==> src/rtl/speed_tick_ctrl_if.sv <==
// speed_tick_ctrl_if: switch/control inputs and tick/status outputs of the
// single-clock speed controller.
//   sw        : raw speed-select switches (asynchronous)
//   dir       : count direction, 0 = up, 1 = down
//   hold      : freeze the speed counter while high
//   tick      : one-cycle enable pulse at the selected rate
//   led       : top LED_W bits of the speed counter
//   speed_idx : speed index currently in effect
//   pending   : an accepted speed change is waiting for the period boundary
interface speed_tick_ctrl_if #(
  parameter int unsigned SEL_W = 2,
  parameter int unsigned LED_W = 4
) ();
  logic [SEL_W-1:0] sw;
  logic             dir;
  logic             hold;
  logic             tick;
  logic [LED_W-1:0] led;
  logic [SEL_W-1:0] speed_idx;
  logic             pending;

  modport master (output sw, dir, hold, input tick, led, speed_idx, pending);
  modport slave  (input sw, dir, hold, output tick, led, speed_idx, pending);
endinterface

==> src/rtl/speed_tick_ctrl.sv <==
// speed_tick_ctrl: speed selection as a clock-enable tick from one clock.
// Switches are synchronised and debounced; a new speed takes effect only at
// the end of the running period so the tick never produces a runt period.
// An up/down/hold counter advanced by the tick drives the LED bar.
//   clk_100mhz : sole clock
//   rst        : synchronous active-high reset
//   bus        : slave side of speed_tick_ctrl_if (sw/dir/hold in,
//                tick/led/speed_idx/pending out)
module speed_tick_ctrl #(
  parameter int unsigned NUM_SPEEDS = 4,
  parameter int unsigned SEL_W = 2,
  parameter int unsigned DIV_W = 8,
  parameter logic [NUM_SPEEDS*DIV_W-1:0] DIV_TABLE = {8'd1, 8'd2, 8'd20, 8'd0},
  parameter int unsigned CNT_W = 27,
  parameter int unsigned LED_W = 4,
  parameter int unsigned DEBOUNCE_CYCLES = 1000000
) (
  input  logic             clk_100mhz,
  input  logic             rst,
  speed_tick_ctrl_if.slave bus
);

  localparam int unsigned DBC_W = (DEBOUNCE_CYCLES > 1) ? $clog2(DEBOUNCE_CYCLES) : 1;
  localparam logic [DBC_W-1:0] DBC_LAST = DBC_W'(DEBOUNCE_CYCLES - 1);

  typedef enum logic [1:0] {
    ST_STOPPED = 2'd0,
    ST_RUN     = 2'd1,
    ST_PENDING = 2'd2
  } state_t;

  // Divider table lookup; indices with no table entry read as stopped.
  function automatic logic [DIV_W-1:0] div_of(input logic [SEL_W-1:0] idx);
    logic [DIV_W-1:0] d;
    d = '0;
    for (int unsigned i = 0; i < NUM_SPEEDS; i++) begin
      if (idx == SEL_W'(i)) d = DIV_TABLE[i*DIV_W +: DIV_W];
    end
    return d;
  endfunction

  logic [SEL_W-1:0] r_sync1;
  logic [SEL_W-1:0] r_sync2;
  logic [SEL_W-1:0] r_sw_stable;
  logic [DBC_W-1:0] r_dbc;

  state_t           r_state;
  logic [DIV_W-1:0] r_presc;
  logic [SEL_W-1:0] r_idx;
  logic             r_pend;
  logic [CNT_W-1:0] r_cnt;

  state_t           w_state_nxt;
  logic [DIV_W-1:0] w_presc_nxt;
  logic [SEL_W-1:0] w_idx_nxt;
  logic             w_pend_nxt;
  logic [DIV_W-1:0] w_div_act;
  logic [DIV_W-1:0] w_div_new;
  logic             w_tick;

  // Two-flop synchroniser followed by the debounce counter.
  // r_sync1 is the value r_sync2 takes next; a disagreement means the switch
  // is still moving, so the stability count restarts.
  always_ff @(posedge clk_100mhz) begin
    if (rst) begin
      r_sync1     <= '0;
      r_sync2     <= '0;
      r_sw_stable <= '0;
      r_dbc       <= '0;
    end else begin
      r_sync1 <= bus.sw;
      r_sync2 <= r_sync1;
      if ((r_sync2 == r_sw_stable) || (r_sync1 != r_sync2)) begin
        r_dbc <= '0;
      end else if (r_dbc == DBC_LAST) begin
        r_sw_stable <= r_sync2;
        r_dbc       <= '0;
      end else begin
        r_dbc <= r_dbc + DBC_W'(1);
      end
    end
  end

  assign w_div_act = div_of(r_idx);
  assign w_div_new = div_of(r_sw_stable);
  // Tick is a pure decode of registered state.
  assign w_tick    = (r_state != ST_STOPPED) && (r_presc == (w_div_act - DIV_W'(1)));

  // Speed FSM state register.
  always_ff @(posedge clk_100mhz) begin
    if (rst) begin
      r_state <= ST_STOPPED;
      r_presc <= '0;
      r_idx   <= '0;
      r_pend  <= '0;
    end else begin
      r_state <= w_state_nxt;
      r_presc <= w_presc_nxt;
      r_idx   <= w_idx_nxt;
      r_pend  <= w_pend_nxt;
    end
  end

  // Speed FSM next state; a change commits only on the old rate's tick.
  always_comb begin
    w_state_nxt = r_state;
    w_presc_nxt = r_presc;
    w_idx_nxt   = r_idx;
    w_pend_nxt  = r_pend;
    case (r_state)
      ST_STOPPED: begin
        w_presc_nxt = '0;
        if (r_sw_stable != r_idx) begin
          w_idx_nxt = r_sw_stable;
          if (w_div_new != '0) w_state_nxt = ST_RUN;
        end else if (w_div_act != '0) begin
          w_state_nxt = ST_RUN;
        end
      end
      ST_RUN: begin
        w_presc_nxt = w_tick ? '0 : r_presc + DIV_W'(1);
        if (r_sw_stable != r_idx) begin
          w_state_nxt = ST_PENDING;
          w_pend_nxt  = 1'b1;
        end
      end
      ST_PENDING: begin
        w_presc_nxt = w_tick ? '0 : r_presc + DIV_W'(1);
        if (r_sw_stable == r_idx) begin
          w_state_nxt = ST_RUN;
          w_pend_nxt  = 1'b0;
        end else if (w_tick) begin
          w_idx_nxt   = r_sw_stable;
          w_presc_nxt = '0;
          w_pend_nxt  = 1'b0;
          w_state_nxt = (w_div_new != '0) ? ST_RUN : ST_STOPPED;
        end
      end
      default: begin
        w_state_nxt = ST_STOPPED;
        w_presc_nxt = '0;
        w_pend_nxt  = 1'b0;
      end
    endcase
  end

  // Speed counter: wraps modulo 2**CNT_W, frozen by hold, kept across speed changes.
  always_ff @(posedge clk_100mhz) begin
    if (rst) begin
      r_cnt <= '0;
    end else if (w_tick && !bus.hold) begin
      r_cnt <= bus.dir ? (r_cnt - CNT_W'(1)) : (r_cnt + CNT_W'(1));
    end
  end

  assign bus.tick      = w_tick;
  assign bus.led       = r_cnt[CNT_W-1 -: LED_W];
  assign bus.speed_idx = r_idx;
  assign bus.pending   = r_pend;

endmodule
==> src/flat_wrapper.sv <==
// flat-port wrapper written by rule: the top's interface ports become plain ports
module speed_tick_ctrl_flat 
#(
  parameter int unsigned NUM_SPEEDS = 4,
  parameter int unsigned SEL_W = 2,
  parameter int unsigned DIV_W = 8,
  parameter logic [NUM_SPEEDS*DIV_W-1:0] DIV_TABLE = {8'd1, 8'd2, 8'd20, 8'd0},
  parameter int unsigned CNT_W = 27,
  parameter int unsigned LED_W = 4,
  parameter int unsigned DEBOUNCE_CYCLES = 1000000
)
  (clk_100mhz, rst, bus_sw, bus_dir, bus_hold, bus_tick, bus_led, bus_speed_idx, bus_pending);
  speed_tick_ctrl_if #(.SEL_W(SEL_W), .LED_W(LED_W)) bus_i ();
  input  logic clk_100mhz;
  input  logic rst;
  input wire logic [$bits(bus_i.sw)-1:0] bus_sw;
  input wire logic [$bits(bus_i.dir)-1:0] bus_dir;
  input wire logic [$bits(bus_i.hold)-1:0] bus_hold;
  output wire logic [$bits(bus_i.tick)-1:0] bus_tick;
  output wire logic [$bits(bus_i.led)-1:0] bus_led;
  output wire logic [$bits(bus_i.speed_idx)-1:0] bus_speed_idx;
  output wire logic [$bits(bus_i.pending)-1:0] bus_pending;
  assign bus_i.sw = bus_sw;
  assign bus_i.dir = bus_dir;
  assign bus_i.hold = bus_hold;
  assign bus_tick = bus_i.tick;
  assign bus_led = bus_i.led;
  assign bus_speed_idx = bus_i.speed_idx;
  assign bus_pending = bus_i.pending;
  speed_tick_ctrl #(.NUM_SPEEDS(NUM_SPEEDS), .SEL_W(SEL_W), .DIV_W(DIV_W), .DIV_TABLE(DIV_TABLE), .CNT_W(CNT_W), .LED_W(LED_W), .DEBOUNCE_CYCLES(DEBOUNCE_CYCLES)) u_core (.clk_100mhz(clk_100mhz), .rst(rst), .bus(bus_i));
endmodule
==> config.mk <==
export PLATFORM = sky130hd
export DESIGN_NAME = speed_tick_ctrl_flat
export DESIGN_NICKNAME = d
export VERILOG_FILES = /design/src/rtl/speed_tick_ctrl_if.sv /design/src/rtl/speed_tick_ctrl.sv /design/src/flat_wrapper.sv
export SDC_FILE = /design/constraint.sdc
export NUM_CORES = 1
export LEC_CHECK = 0
export ABC_AREA = 1
export CAP_MARGIN = 20
export CORE_MARGIN = 2
export CORE_UTILIZATION = 63
export DETAILED_ROUTE_END_ITERATION = 7
export GPL_TIMING_DRIVEN = 0
export PLACE_DENSITY = 0.81
export SYNTH_ARGS = -nofsm -noshare
export SYNTH_HDL_FRONTEND = slang
export SYNTH_SLANG_ARGS = --single-unit
==> constraint.sdc <==
create_clock -name clk_100mhz -period 2.1 [get_ports clk_100mhz]
set_clock_uncertainty 0.05 [all_clocks]
set_input_delay 0.42 -clock clk_100mhz [delete_from_list [all_inputs] [get_ports clk_100mhz]]
set_output_delay 0.42 -clock clk_100mhz [all_outputs]
set_load 0.02 [all_outputs]
==> reports/qor.json <==
{
  "outcome": "finished clean",
  "crit_top_cell": "sky130_fd_sc_hd__inv_1",
  "holdCritStartpoint": "u_core.r_dbc[0]",
  "cp_cell_sequence": "inv_1 -> ha_2 -> inv_2 -> nand3_2 -> nor2_4 -> nand2_2 -> inv_1 -> buf_4",
  "period_share_pct": 94.8,
  "nFillCells": 696,
  "drtAntennaViolNets": 0,
  "final_net_count": 878,
  "setup.worst_path.start_class": "register",
  "synth_area_sq_mm": 0.00495,
  "critPathArrivalTime_ns": 1.52,
  "max_cap_viol_count": 0,
  "power_leakage_nw": 2.71,
  "port_buffers": 13,
  "fraction_of_synthesized_cell_area_taken_by_the_top_area_cell_type_pct": 26.7,
  "fin_util_pct": 71.6,
  "critical_path_peak_fanout": 4,
  "post-synth-top-area-cell": "sky130_fd_sc_hd__dfxtp_1",
  "most-common-layout-cells": "sky130_fd_sc_hd__nand2_1 (248), sky130_fd_sc_hd__inv_1 (154), sky130_fd_sc_hd__nor2_1 (91), sky130_fd_sc_hd__dfxtp_1 (62), sky130_fd_sc_hd__nand3_1 (50)",
  "tritoncts_buffer_count": 9,
  "holdBufCountCts": 0,
  "synth.net_count": 852,
  "crit_path_max_incr_delay_ns": 0.35,
  "ys_dominant_reg_cell": "sky130_fd_sc_hd__dfxtp_1",
  "grt_max_degree": 16,
  "synth_edf_count": 0,
  "max_freq_mhz": 502,
  "worst_setup_path_startpoint": "u_core.r_state[0]",
  "first_iter_violations": 247,
  "gr-usage-met1_pct": 34.5,
  "busiest_layer_in_global_routing": "met2",
  "post-layout-total-power_w": 0.00279,
  "first_pass_iters": 5,
  "clock_transition_at_the_register_clock_pins_on_the_worst_setup_and_hold_paths_after_cts_ns": 0.07,
  "cts_tree": "built",
  "drt_drc_violations_left": 0,
  "grt_met2_usage_pct": 49.2,
  "peakVddDrop_v": 0.000335,
  "timing.setup.critical_path_class": "reg -> out",
  "num_antenna_cells": 0,
  "grt-ovfl-total": 0,
  "htree_num_levels": 3,
  "worst_pin_slew_ns": 0.659,
  "final_layout_size_suffix_gt1_share_pct": 8.64,
  "gp_congestion": 0.986,
  "synthArstFlopShare_pct": 0,
  "ys_top_cells_by_area": "sky130_fd_sc_hd__dfxtp_1 (27%), sky130_fd_sc_hd__nand2_1 (19%), sky130_fd_sc_hd__inv_1 (12%), sky130_fd_sc_hd__ha_1 (7.8%), sky130_fd_sc_hd__nor2_1 (7.1%)",
  "final_slew_violations": 0,
  "per_cell_routed_wire_length_um": 12.1,
  "netlist-cell-type-count": 38,
  "critPathSlowestCell": "sky130_fd_sc_hd__dfxtp_2",
  "dp_hpwl_um": 8710,
  "postSynthCellCount": 814,
  "grt_usage_pct": 27.5,
  "clkLatencyLatePin_ns": 0.34,
  "worst_r2r_startpoint": "u_core.r_cnt[0]",
  "num_io_pins": 14,
  "yosys_register_bits": 66,
  "floorplan.die.height_um": 92.7,
  "die_area_sq_mm": 0.00859,
  "ctsRootBufferMaster": "sky130_fd_sc_hd__clkbuf_8",
  "placement_rows": 32,
  "critPathTopFamily": "flip-flops",
  "power_density_mw_per_mm2": 508,
  "vias_per_cell": 5.10,
  "gr-usage-met3_pct": 4.88,
  "clock_sink_count": 66,
  "grt_antenna_before_repair": 0,
  "critical_path_buf_inv_count": 4,
  "clockBufferDepth": 2,
  "routed_wire_length_um": 11400,
  "yosysWarningCount": 0,
  "area.growth.synth_to_final_pct": 11.2,
  "sort_of_element_at_the_end_of_the_critical_path": "output pin",
  "slew_headroom_pct": 56.0,
  "sequential_share_of_the_synthesized_area_pct": 26.7,
  "min_path_type": "reg -> reg",
  "setup_viol": 0,
  "vias": 4834,
  "fin_crit_ns": 1.99,
  "floorplan.die.width_um": 92.7,
  "required_time_of_the_worst_setup_path_ns": 1.63,
  "grt_pass1_wl_um": 19000,
  "layout.cells.most_common": "sky130_fd_sc_hd__nand2_1",
  "floorplan.initialDensity_pct": 64.4,
  "hold_viol": 0,
  "core_region_area_sq_mm": 0.00769,
  "first_global_vias": 4329,
  "synthesis.area_per_instance_sq_um": 6.08
}
## final cells by class
type / instances / area, sq um / share of cell area (%)
buffer: 14 / 108 / 1.95
clock buffer: 12 / 155 / 2.82
timing repair buffer: 15 / 148 / 2.68
inverter: 159 / 597 / 10.8
clock inverter: 4 / 73.8 / 1.34
tap: 102 / 128 / 2.32
multi-input combinational: 575 / 2970 / 53.9
sequential: 66 / 1330 / 24.1
## registers in the layout, indices dropped and copies added, names as in the netlist
| signal | count |
|---|---|
| u_core.r_presc | 8 |
| u_core.r_dbc | 20 |
| u_core.r_sync1 | 2 |
| u_core.r_state | 2 |
| u_core.r_cnt | 27 |
| u_core.r_sync2 | 2 |
| u_core.r_sw_stable | 2 |
| u_core.bus.speed_idx | 2 |
| u_core.bus.pending | 1 |
## layer usage
layer	up-vias	routed length, um
li1	2544	-
met1	2174	5170
met2	100	5540
met3	16	512
met4	0	198
met5	-	0
## cell families after synthesis
family | Yosys count | share of synthesized area, %
adder cells (fa/ha/maj) | 32 | 8.24
flip-flops | 66 | 26.7
buffers and inverters | 173 | 14.2
XOR/XNOR | 33 | 5.84
AO/OA/AOI/OAI | 72 | 8.31
AND/OR/NAND/NOR | 438 | 36.7
## worst paths after layout
check / cells after the start / to / slack [ns]
max: 8 / bus_tick / 0.11
min: 1 / u_core.r_dbc[0] / 0.40
max reg2reg: 12 / u_core.r_cnt[12] / 0.12
min reg2reg: 1 / u_core.r_dbc[0] / 0.40
## report_power, final
| group | internal [W] | switching [W] |
|---|---|---|
| combinational | 0.000103 | 0.000184 |
| sequential | 0.00127 | 0.0000128 |
| clock | 0.000734 | 0.000495 |
| total | 0.00210 | 0.000692 |
## synthesized netlist by cell type, drive strengths merged (2+ instances only)
| master | instances |
|---|---|
| o21ai | 10 |
| nand4 | 11 |
| nor2 | 96 |
| nand3b | 3 |
| xnor2 | 13 |
| xor2 | 20 |
| inv | 158 |
| dfxtp | 66 |
| nor3 | 9 |
| o21bai | 3 |
| nand2 | 255 |
| and2 | 2 |
| a21oi | 55 |
| nand3 | 54 |
| or2 | 5 |
| ha | 31 |
| buf | 13 |
## timing repair
| action | 4_1_cts | 5_1_grt |
|---|---|---|
| gates cloned | 0 | 0 |
| resized for setup | 19 | 13 |
| pin swaps | 0 | 1 |
| buffers inserted | 0 | 1 |
| setup endpoints to repair | 25 | 12 |
## metrics by stage
| stage | cells | instance area [sq um] | TNS (ns) | setup slack (ns) | hold slack, ns |
|---|---|---|---|---|---|
| detailed placement | 930 | 5230 | -23.18 | -1.09 | 0.385 |
| global placement | 929 | 5210 | -31.22 | -1.40 | 0.378 |
| finish | 947 | 5510 | 0 | 0.110 | 0.396 |
| CTS | 946 | 5460 | 0 | 0.0157 | 0.400 |
| floorplan | 814 | 4950 | 0 | 0.248 | 0.365 |
| global route | 947 | 5510 | -0.00991 | -0.00717 | 0.410 |
## worst reg2reg max path, stage by stage, from the launching register on
cell	delay (ns)
sky130_fd_sc_hd__dfxtp_1	0.36
sky130_fd_sc_hd__inv_1	0.10
sky130_fd_sc_hd__fa_2	0.38
sky130_fd_sc_hd__inv_1	0.09
sky130_fd_sc_hd__nand3_1	0.08
sky130_fd_sc_hd__nand2_2	0.13
sky130_fd_sc_hd__nand2_1	0.09
sky130_fd_sc_hd__nand2_2	0.13
sky130_fd_sc_hd__nand2_1	0.06
sky130_fd_sc_hd__nand2_1	0.11
sky130_fd_sc_hd__xor2_1	0.18
sky130_fd_sc_hd__nor2_1	0.07
sky130_fd_sc_hd__nor2_1	0.09
No activity file was read; power rests on OpenSTA's default activity.
